[config.mk]
export PLATFORM = sky130hd
export DESIGN_NAME = mem_mp_arb_flat
export DESIGN_NICKNAME = d
export VERILOG_FILES = /design/src/rtl/mem_mp_arb_pkg.sv /design/src/rtl/mem_mp_arb_if.sv /design/src/rtl/mem_rr_arb.sv /design/src/rtl/mem_mp_arb.sv /design/src/flat_wrapper.sv
export SDC_FILE = /design/constraint.sdc
export NUM_CORES = 1
export LEC_CHECK = 0
export CORE_ASPECT_RATIO = 1.2
export CORE_UTILIZATION = 45
export CTS_CLUSTER_DIAMETER = 200
export DETAILED_ROUTE_END_ITERATION = 16
export GPL_ROUTABILITY_DRIVEN = 1
export SKIP_LAST_GASP = 1
export SLEW_MARGIN = 0
export SYNTH_ARGS = -nofsm -noshare
export SYNTH_HDL_FRONTEND = slang
export SYNTH_SLANG_ARGS = --single-unit
[constraint.sdc]
create_clock -name clk -period 7.3 [get_ports clk]
set_clock_uncertainty 0.05 [all_clocks]
set_input_delay 1.095 -clock clk [delete_from_list [all_inputs] [get_ports clk]]
set_output_delay 1.095 -clock clk [all_outputs]
set_load 0.02 [all_outputs]
[src/rtl/mem_mp_arb_pkg.sv]
// Shared types and defaults for the multi-channel memory (package mem_pkg).
// Optional feature macro used by this block: MEM_PARITY_EN.
package mem_pkg;

    typedef enum logic {READ = 1'b0, WRITE = 1'b1} mem_op_e;

    localparam int MEM_WIDTH      = 8;
    localparam int MEM_DEPTH      = 16;
    localparam int MEM_ADDR_WIDTH = 4;
    localparam int MEM_NUM_CH     = 3;

    // Channel-index width; a single channel still needs a one-bit index.
    function automatic int ch_w(input int n);
        return (n > 1) ? $clog2(n) : 1;
    endfunction

    localparam int CH_W = ch_w(MEM_NUM_CH);

endpackage

[src/rtl/mem_mp_arb_if.sv]
// Request/response bundle for mem_mp_arb: per-channel valid/ready requests
// plus the single shared read-response path.
interface mem_mp_arb_if #(
    parameter int WIDTH      = 8,
    parameter int ADDR_WIDTH = 4,
    parameter int NUM_CH     = 3
);
    import mem_pkg::*;

    localparam int CW = ch_w(NUM_CH);

    logic [NUM_CH-1:0]            valid_i;
    logic [NUM_CH-1:0]            wr_rd_i;
    logic [NUM_CH*ADDR_WIDTH-1:0] addr_i;
    logic [NUM_CH*WIDTH-1:0]      wr_data_i;
    logic [NUM_CH-1:0]            ready_o;
    logic [WIDTH-1:0]             rd_data_o;
    logic                         rd_valid_o;
    logic [CW-1:0]                rd_ch_o;
    logic                         addr_err_o;
    logic                         rd_err_o;

    modport master (
        output valid_i, wr_rd_i, addr_i, wr_data_i,
        input  ready_o, rd_data_o, rd_valid_o, rd_ch_o, addr_err_o, rd_err_o
    );

    modport slave (
        input  valid_i, wr_rd_i, addr_i, wr_data_i,
        output ready_o, rd_data_o, rd_valid_o, rd_ch_o, addr_err_o, rd_err_o
    );

endinterface

[src/rtl/mem_rr_arb.sv]
// Round-robin arbiter: combinational one-hot grant, registered priority pointer.
module mem_rr_arb
    import mem_pkg::*;
#(
    parameter int NUM_CH = 3
) (
    input  logic                    clk,
    input  logic                    rst,
    input  logic [NUM_CH-1:0]       req,
    output logic [NUM_CH-1:0]       gnt,
    output logic [ch_w(NUM_CH)-1:0] gnt_idx
);
    localparam int CHW = ch_w(NUM_CH);

    logic [CHW-1:0] ptr_reg;
    logic           found;
    int             cand;

    // Scan upward from the pointer with wrap; first requester wins. No grant in reset.
    always_comb begin
        gnt     = '0;
        gnt_idx = '0;
        found   = 1'b0;
        cand    = 0;
        for (int off = 0; off < NUM_CH; off++) begin
            cand = int'(ptr_reg) + off;
            if (cand >= NUM_CH) cand = cand - NUM_CH;
            if (!found && rst && req[cand]) begin
                found     = 1'b1;
                gnt[cand] = 1'b1;
                gnt_idx   = CHW'(cand);
            end
        end
    end

    // Pointer moves just past the granted channel; holds when idle.
    always_ff @(posedge clk or negedge rst) begin
        if (!rst) begin
            ptr_reg <= '0;
        end else if (found) begin
            ptr_reg <= (gnt_idx == CHW'(NUM_CH - 1)) ? '0 : gnt_idx + 1'b1;
        end
    end

endmodule

[src/rtl/mem_mp_arb.sv]
// mem_mp_arb: WIDTH x DEPTH array shared by NUM_CH valid/ready channels
// through a round-robin arbiter; registered, channel-tagged read responses.
// Define MEM_PARITY_EN to store an even-parity bit per word and flag
// mismatches on rd_err_o.
module mem_mp_arb
    import mem_pkg::*;
#(
    parameter int WIDTH      = MEM_WIDTH,
    parameter int DEPTH      = MEM_DEPTH,
    parameter int ADDR_WIDTH = MEM_ADDR_WIDTH,
    parameter int NUM_CH     = MEM_NUM_CH
) (
    input  logic         clk,
    input  logic         rst,
    mem_mp_arb_if.slave  bus
);
    localparam int CHW = ch_w(NUM_CH);
`ifdef MEM_PARITY_EN
    localparam int MW = WIDTH + 1;
`else
    localparam int MW = WIDTH;
`endif

    logic [NUM_CH-1:0]     gnt;
    logic [CHW-1:0]        gnt_idx;
    logic [ADDR_WIDTH-1:0] ch_addr [NUM_CH];
    logic [WIDTH-1:0]      ch_data [NUM_CH];
    logic [ADDR_WIDTH-1:0] sel_addr;
    logic [WIDTH-1:0]      sel_data;
    mem_op_e               sel_op;
    logic                  any_gnt;
    logic                  in_range;
    logic                  do_wr;
    logic                  do_rd;
    logic [MW-1:0]         wr_word;
    logic [MW-1:0]         rd_word;

    logic [MW-1:0]         mem_q [DEPTH];
    logic [WIDTH-1:0]      rd_data_reg;
    logic                  rd_valid_reg;
    logic [CHW-1:0]        rd_ch_reg;
    logic                  addr_err_reg;

    // Unpack the flat per-channel buses into indexable arrays.
    genvar gi;
    generate
        for (gi = 0; gi < NUM_CH; gi++) begin : g_unpack
            assign ch_addr[gi] = bus.addr_i[gi*ADDR_WIDTH +: ADDR_WIDTH];
            assign ch_data[gi] = bus.wr_data_i[gi*WIDTH +: WIDTH];
        end
    endgenerate

    mem_rr_arb #(.NUM_CH(NUM_CH)) u_arb (
        .clk     (clk),
        .rst     (rst),
        .req     (bus.valid_i),
        .gnt     (gnt),
        .gnt_idx (gnt_idx)
    );

    assign bus.ready_o = gnt;
    assign any_gnt     = |gnt;
    assign sel_addr    = ch_addr[gnt_idx];
    assign sel_data    = ch_data[gnt_idx];
    assign sel_op      = mem_op_e'(bus.wr_rd_i[gnt_idx]);
    assign in_range    = 32'(sel_addr) < DEPTH;
    assign do_wr       = any_gnt && (sel_op == WRITE) && in_range;
    assign do_rd       = any_gnt && (sel_op == READ);
    // Out-of-range reads must not touch the array, so the read word is gated to zero.
    assign rd_word     = in_range ? mem_q[sel_addr] : '0;

`ifdef MEM_PARITY_EN
    assign wr_word = {^sel_data, sel_data};
`else
    assign wr_word = sel_data;
`endif

    // Storage array: whole array clears on reset, written on a granted in-range write.
    always_ff @(posedge clk or negedge rst) begin
        if (!rst) begin
            for (int i = 0; i < DEPTH; i++) mem_q[i] <= '0;
        end else if (do_wr) begin
            mem_q[sel_addr] <= wr_word;
        end
    end

    // Response register: one-cycle pulses; data and channel tag update only on reads.
    always_ff @(posedge clk or negedge rst) begin
        if (!rst) begin
            rd_data_reg  <= '0;
            rd_valid_reg <= 1'b0;
            rd_ch_reg    <= '0;
            addr_err_reg <= 1'b0;
        end else begin
            rd_valid_reg <= do_rd;
            addr_err_reg <= any_gnt && !in_range;
            if (do_rd) begin
                rd_data_reg <= rd_word[WIDTH-1:0];
                rd_ch_reg   <= gnt_idx;
            end
        end
    end

`ifdef MEM_PARITY_EN
    logic rd_err_reg;

    // Even parity over data+parity must be zero; flag a read whose word is odd.
    always_ff @(posedge clk or negedge rst) begin
        if (!rst) rd_err_reg <= 1'b0;
        else      rd_err_reg <= do_rd && in_range && (^rd_word);
    end

    assign bus.rd_err_o = rd_err_reg;
`else
    assign bus.rd_err_o = 1'b0;
`endif

    assign bus.rd_data_o  = rd_data_reg;
    assign bus.rd_valid_o = rd_valid_reg;
    assign bus.rd_ch_o    = rd_ch_reg;
    assign bus.addr_err_o = addr_err_reg;

endmodule

[src/flat_wrapper.sv]
// flat-port wrapper written by rule: the top's interface ports become plain ports
module mem_mp_arb_flat import mem_pkg::*;
#(
    parameter int WIDTH      = MEM_WIDTH,
    parameter int DEPTH      = MEM_DEPTH,
    parameter int ADDR_WIDTH = MEM_ADDR_WIDTH,
    parameter int NUM_CH     = MEM_NUM_CH
)
  (clk, rst, bus_valid_i, bus_wr_rd_i, bus_addr_i, bus_wr_data_i, bus_ready_o, bus_rd_data_o, bus_rd_valid_o, bus_rd_ch_o, bus_addr_err_o, bus_rd_err_o);
  mem_mp_arb_if #(.WIDTH(WIDTH), .ADDR_WIDTH(ADDR_WIDTH), .NUM_CH(NUM_CH)) bus_i ();
  input  logic clk;
  input  logic rst;
  input wire logic [$bits(bus_i.valid_i)-1:0] bus_valid_i;
  input wire logic [$bits(bus_i.wr_rd_i)-1:0] bus_wr_rd_i;
  input wire logic [$bits(bus_i.addr_i)-1:0] bus_addr_i;
  input wire logic [$bits(bus_i.wr_data_i)-1:0] bus_wr_data_i;
  output wire logic [$bits(bus_i.ready_o)-1:0] bus_ready_o;
  output wire logic [$bits(bus_i.rd_data_o)-1:0] bus_rd_data_o;
  output wire logic [$bits(bus_i.rd_valid_o)-1:0] bus_rd_valid_o;
  output wire logic [$bits(bus_i.rd_ch_o)-1:0] bus_rd_ch_o;
  output wire logic [$bits(bus_i.addr_err_o)-1:0] bus_addr_err_o;
  output wire logic [$bits(bus_i.rd_err_o)-1:0] bus_rd_err_o;
  assign bus_i.valid_i = bus_valid_i;
  assign bus_i.wr_rd_i = bus_wr_rd_i;
  assign bus_i.addr_i = bus_addr_i;
  assign bus_i.wr_data_i = bus_wr_data_i;
  assign bus_ready_o = bus_i.ready_o;
  assign bus_rd_data_o = bus_i.rd_data_o;
  assign bus_rd_valid_o = bus_i.rd_valid_o;
  assign bus_rd_ch_o = bus_i.rd_ch_o;
  assign bus_addr_err_o = bus_i.addr_err_o;
  assign bus_rd_err_o = bus_i.rd_err_o;
  mem_mp_arb #(.WIDTH(WIDTH), .DEPTH(DEPTH), .ADDR_WIDTH(ADDR_WIDTH), .NUM_CH(NUM_CH)) u_core (.clk(clk), .rst(rst), .bus(bus_i));
endmodule
# Yosys cells after proc, flatten, opt, wreduce, memory -nomap -nowiden
# Index checks and enable logic that the tools add are counted.
[totals]
out_inout_bits = 16
regBits = 141
wordCells = 101
in_bits = 44
[op_classes]
eq_ne = 1
order_cmp = 13
reduce_logical = 14
add_sub_neg = 6
bitwise = 5
n_mux = 42
[op_table]
columns = ["cell", "n"]
rows = [
  ["$bwmux W128", 1],
  ["$ge A32 B1 Y1 const B", 3],
  ["$lt A32 B4 Y1 const B", 3],
  ["$mux W32", 3],
  ["$mux W8", 5],
  ["$bmux W8 S4", 1],
  ["$demux W8 S4", 1],
  ["$bmux W8 S2", 1],
  ["$mux W1", 13],
  ["$logic_and A1 B1 Y1", 11],
  ["$mux W3", 3],
  ["$bmux W1 S2", 4],
  ["$bmux W4 S2", 1],
  ["$mux W2", 4],
  ["$mux W4", 2],
  ["$sub A3 B2 Y4 const B", 2],
  ["$demux W1 S2", 3],
  ["$ge A3 B2 Y1 const B", 2],
  ["$or A3 B3 Y3", 2],
  ["$ge A5 B5 Y1 const B", 1],
  ["$lt A5 B1 Y1 const B", 1],
  ["$not A4 Y5", 1],
  ["$add A2 B1 Y3 const B", 1],
  ["$add A2 B2 Y3 const B", 1],
  ["other kinds (10)", 11],
]

# Depth between registers and ports, before layout
[depth]
word_depth = 25
mapped_depth = 14
ltp_nobuf = 10

# Hierarchy
# From an unflattened synthesis, not the netlist that was laid out.
[hier_totals]
cells_unflattened = 783
hier_area_um2 = 7413.4
[by_module_without_submodules]
columns = ["module", "seq_area_each_um2", "area_per_inst_um2", "cells_each", "instances"]
rows = [
  ["mem_mp_arb", 3478.3, 6974.2, 731, 1],
  ["mem_rr_arb", 50.0, 439.2, 52, 1],
]

# Worst setup path before layout
# No wires, ideal clock.
[synth_path]
path_type = "input to register"
from = "input port bus_valid_i[1]"
to = "register u_core.mem_q[118] (netlist bit)"
n_path_buf = 3
required_time_ns = 7.113
path_slack_ns = 3.776
setup_ns = 0.137
arrival_ns = 3.337
stages = 11
path_cell_list = "buf_2 -> nor2b_1 -> a221oi_2 -> o22ai_1 -> and3b_4 -> o41ai_4 -> buf_12 -> nor3_4 -> buf_6 -> nor2_1 -> a21oi_2"
[synth_via]
word_cells_on_any_way = 44
classes_between = "order compare (2); mux (28); bitwise (4); reduce/logical (10)"
[synth_rtl]
columns = ["element", "line", "source"]
rows = [
  ["start, declared", "flat_wrapper.sv:13", "input wire logic [$bits(bus_i.valid_i)-1:0] bus_valid_i;"],
  ["$bmux W1 S2", "mem_rr_arb.sv:28", "if (!found && rst && req[cand]) begin"],
  ["$mux W1 (not written as such) (2 in a row)", "mem_rr_arb.sv:28", ""],
  ["$logic_and A1 B1 Y1", "mem_rr_arb.sv:28", ""],
  ["$mux W1", "mem_rr_arb.sv:28", ""],
  ["$logic_not A1 Y1", "mem_rr_arb.sv:28", ""],
  ["$logic_and A1 B1 Y1 (2 in a row)", "mem_rr_arb.sv:28", ""],
  ["$mux W1", "mem_rr_arb.sv:28", ""],
  ["$logic_not A1 Y1", "mem_rr_arb.sv:28", ""],
  ["$logic_and A1 B1 Y1 (2 in a row)", "mem_rr_arb.sv:28", ""],
  ["$mux W3 (*)", "mem_rr_arb.sv:28", ""],
  ["via bus_ready_o[2]", "flat_wrapper.sv:17", "output wire logic [$bits(bus_i.ready_o)-1:0] bus_ready_o;"],
  ["$reduce_or A3 Y1 (*)", "mem_mp_arb.sv:62", "assign any_gnt = |gnt;"],
  ["$logic_and A1 B1 Y1 (*)", "mem_mp_arb.sv:67", "assign do_wr = any_gnt && (sel_op == WRITE) && in_range;"],
  ["end signal, assigned by index", "mem_mp_arb.sv:83", "mem_q[sel_addr] <= wr_word;"],
  ["end, declared", "mem_mp_arb.sv:38", "logic [MW-1:0] mem_q [DEPTH];"],
]
# Mark *: on every way through the listed nets, which the timed path passes. The rest lies on a longest branch. The select of a mux whose other input is x is not followed.
# A chain may end at the register's enable or synchronous reset.

# Worst setup path after layout
[layout_path]
from = "input port bus_valid_i[2]"
to = "register u_core.mem_q[82] (netlist bit)"
[layout_via]
elab_chain_len = 23
word_cells_on_any_way = 44
classes_between = "order compare (2); mux (28); bitwise (4); reduce/logical (10)"
[layout_rtl]
columns = ["element", "line", "source"]
rows = [
  ["$bmux W1 S2", "mem_rr_arb.sv:28", ""],
  ["$mux W1 (not written as such) (2 in a row)", "mem_rr_arb.sv:28", ""],
  ["$logic_and A1 B1 Y1", "mem_rr_arb.sv:28", ""],
  ["$mux W1", "mem_rr_arb.sv:28", ""],
  ["$logic_not A1 Y1", "mem_rr_arb.sv:28", ""],
  ["$logic_and A1 B1 Y1 (2 in a row)", "mem_rr_arb.sv:28", ""],
  ["$mux W1", "mem_rr_arb.sv:28", ""],
  ["$logic_not A1 Y1", "mem_rr_arb.sv:28", ""],
  ["[... 4 more ...]", "n/a", ""],
  ["$bmux W4 S2", "mem_mp_arb.sv:63", "assign sel_addr = ch_addr[gnt_idx];"],
  ["$mux W4 (not written as such) (2 in a row)", "mem_mp_arb.sv:63", ""],
  ["$not A4 Y5 (not written as such)", "mem_mp_arb.sv:83", ""],
  ["$ge A5 B5 Y1 (not written as such) or $lt A5 B1 Y1 (tied branches)", "mem_mp_arb.sv:83", ""],
  ["$logic_and A1 B1 Y1 (not written as such)", "mem_mp_arb.sv:83", ""],
  ["$mux W8 (not written as such)", "mem_mp_arb.sv:83", ""],
  ["$demux W8 S4", "mem_mp_arb.sv:83", ""],
  ["$bwmux W128", "mem_mp_arb.sv:83", ""],
]
# Parallel ways exist; a longest one is shown, timed or not. The select of a mux whose other input is x is not followed.

==> summary.txt <==
Worst setup path
  – Largest stage delay on the critical path: 0.96 ns
  – Endpoint type of the worst setup path: flip-flop
  – Critical setup path kind: primary input to flip-flop
  – Critical-path cell list: clkdlybuf4s50_1, o211ai_1, o311a_1, o21ai_2, a311oi_2, nand2_1, nor3_2, a21oi_1
  – Arrival time worst endpoint: 5.04 ns
  – Req. time, crit path: 7.51 ns
  – Slowest CP cell: a311oi_2
  – Crit-path max FO: 16
  – Startpoint types: primary input

Synth
  – Post-synth EDFFs: 0
  – Synth cell types: 76
  – Largest area contributor in the netlist: dfrtp_1
  – Post-Synth XOR/XNOR Area: 0
  – Mapped Cells: 722
  – Post-synthesis register bit count: 141
  – Async set or reset register ratio after synthesis: 1.00
  – Post-Synthesis Cell Area: 7390 sq um
  – Share of the synthesized area in the top cell type: 0.478
  – Synth Flop Type: dfrtp_1
  – Top cells by area, synth: dfrtp_1 (48%), a21oi_1 (8.1%), nor2_1 (6.9%), a21oi_2 (3.3%), nor3_4 (3.3%)
  – Synth Area in Compound Gates: 0.279
  – Yosys warning total: 0
  – Synth Area per Inst: 10.2 sq um
  – Post-synthesis simple-gate area fraction: 0.153
  – Synth Area in Adders: 0.00678
  – Post-synthesis mux area share: 0.0295
  – Seq/Total Area, Yosys: 0.478
  – Main combinational cell family by area after synthesis: compound AO/OA/AOI/OAI gates

Power and ir drop
  – Static Leak: 3.56 nW
  – Combinational share of power: 0.465
  – Peak supply drop: 0.209 mV
  – Sequential group share of total power: 0.339
  – Internal power: 2.32 mW
  – Cell Pwr Density: 474 nW/um^2
  – Clock share of power: 0.196
  – Net Sw Frac: 0.425
  – Psw: 1.72 mW

Global route
  – Met3 Usage GRT: 0.0569
  – Total Routing Usage GR: 0.255
  – Gr busiest metal: met2
  – Vias in the first global route: 5868
  – Total gr overflow: 0
  – GR Util met1: 0.330
  – Met2 global-route usage: 0.408
  – Largest net degree at the start of global routing: 83
  – First-pass GRT wire length: 32600 um
  – Initial antenna violation count: 0

Floorplanning
  – Initial Util: 0.467
  – Die area: 16900 sq um
  – IO Count: 60
  – # rows: 50
  – Die Wd: 119 um
  – Die Ht: 142 um
  – CORE AREA: 15800 sq um

Route
  – 1st-iter DRT viols: 560
  – Post-route antenna net violation count: 0
  – Vias: 5790
  – Vias per cell: 5.91
  – Avg WL per Cell: 20.7 um
  – Post-Route WL: 20200 um
  – Drc violations: 0
  – Detailed Routing Iterations Pass 1: 5

Cells and area
  – Ant diodes: 0
  – Layout area overhead: 15.1%
  – Number of flip-flops in the largest register: 128
  – Final nets: 809
  – Non-Filler Instances: 979
  – Share of post-route cells with drive strength above 1: 0.161
  – Layout filler cell count: 1436
  – Top reg by flops: u_core.mem_q

Clocking
  – CTS tree: done
  – Setup bufs post-CTS: 0
  – Clk Latency, worst-skew pair: 0.42 ns
  – # resized after CTS: 0
  – CTS H-tree lvls: 4
  – CTS Root Cell: clkbuf_16
  – CTS Sinks: 141
  – Cts hold-fix bufs: 0
  – Cts bufs inserted: 17
  – CTS max path bufs: 2
  – Clk pin slew, worst setup/hold paths: 0.05 ns

Timing
  – Final period util: 0.662
  – Fin Setup TNS: 0 ns
  – Tightest Pin Transition: 1.07 ns
  – Slew HR: 0.286
  – Max Slew Vio Count: 0
  – RSZ-0062 raised after global routing: false
  – WHS: 0.457 ns
  – Final setup vio count: 0
  – Post-layout minimum cycle time: 4.83 ns
  – Final hold violations: 0
  – Max Fclk: 207 MHz

Flow run
  – Max Cap Viol: 0

Place
  – HPWL Detailed: 13800 um
  – GP Congestion: 0.854
  – Placed insts: 950
  – Port bufs: 57

Outcome
  – Status: finished, final reports clean

Min path
  – Tightest Hold Check Type: flip-flop to flip-flop
==> routing by layer <==
| metal | vias to the layer above | share of wire | wire length, um |
|---|---|---|---|
| li1 | 2713 | - | - |
| met5 | - | 0 | 0 |
| met4 | 0 | 0.035 | 714 |
| met3 | 34 | 0.052 | 1040 |
| met2 | 186 | 0.47 | 9520 |
| met1 | 2857 | 0.44 | 8950 |
==> layout by cell type (no fill, tap or decap), drive strengths merged, types with 6 or more instances in the layout <==
cell / count
a21oi: 147
nor2: 143
dfrtp: 141
clkdlybuf4s50: 56
a22oi: 24
clkbuf: 22
nand2: 20
mux2i: 18
nor3: 16
buf: 15
a221oi: 15
o21ai: 14
nand3: 13
a21o: 10
inv: 9
a22o: 8
o32a: 7
a41oi: 7
nand2b: 6
a211o: 6
clkinv: 6
==> power groups by stage <==
| stage | combinational, mW | sequential (mW) | clock, mW |
|---|---|---|---|
| after floorplan | 1.36 | 1.34 | 0 |
| after global placement | 1.83 | 1.36 | 0 |
| after detailed placement | 1.87 | 1.37 | 0 |
| after CTS | 1.88 | 1.36 | 0.805 |
| after global routing | 2.05 | 1.41 | 0.839 |
| final | 1.88 | 1.37 | 0.790 |
==> cells by family (layout without fill, tap and decap cells) <==
kind of cell / after synthesis / after routing
other: 1 / 2
muxes: 21 / 21
adders and majority gates: 4 / 4
buffers and inverters: 61 / 109
DFF: 141 / 141
AOI/OAI and AO/OA: 281 / 281
and+or+nand+nor: 213 / 213
==> layout make-up <==
| type | instances | area, sq um | area share |
|---|---|---|---|
| repair buffers | 71 | 677 | 0.0796 |
| well taps | 208 | 260 | 0.0306 |
| inverters | 9 | 33.8 | 0.00397 |
| multi-input cells | 521 | 3470 | 0.408 |
| clock inverters | 7 | 67.6 | 0.00795 |
| clock buffers | 22 | 464 | 0.0546 |
| flip-flops and latches | 141 | 3530 | 0.415 |
==> Yosys cell counts (3+ instances only) <==
library cell and instances:
inv_1 8, nor3_4 15, o21ai_0 10, buf_6 12
o32a_1 7, mux2i_1 17, a21o_1 10, nand3_1 13
a221oi_2 3, mux2_2 3, buf_2 15, clkbuf_1 13
and3_1 3, a22o_1 8, nand2_2 3, nand3b_1 3
a22oi_1 24, a211o_1 6, nand2b_1 6, nor2b_1 4
ha_1 4, nand2_1 15, o311ai_2 3, dfrtp_1 141
o311a_1 4, a41oi_1 7, nor2_1 135, a221oi_1 12
buf_4 11, a21oi_2 28, nor2_2 7, a21oi_1 119
==> worst max-delay path, delay by kind of cell <==
kind | cells | cell delay (ns)
AOI/OAI and AO/OA | 5 | 1.89
and+or+nand+nor | 2 | 1.44
buffers and inverters | 1 | 0.60
==> path summary, 6_finish.rpt <==
path                                         start                    end  slack (ns)  cells past startpoint
max                                 bus_valid_i[2]       u_core.mem_q[82]        2.47                      8
min                          u_core.bus.rd_ch_o[1]  u_core.bus.rd_ch_o[1]        0.46                      1
max reg2reg                u_core.u_arb.ptr_reg[0]       u_core.mem_q[82]        2.72                      9
min reg2reg                  u_core.bus.rd_ch_o[1]  u_core.bus.rd_ch_o[1]        0.46                      1
max in group asynchronous                      rst       u_core.mem_q[56]        5.13                      2
min in group asynchronous                      rst      u_core.mem_q[113]        0.62                      1
==> metrics by stage <==
step,power [mW],instance area [sq um],utilization,worst slack [ns]
finish,4.03,8500,0.537,2.47
global route,4.30,8500,0.537,2.06
CTS,4.05,8500,0.537,2.50
detailed placement,3.24,7970,0.504,2.05
global placement,3.19,7970,0.504,2.26
floorplan,2.70,7390,-,3.78
Power figures use the tool's default switching activity.
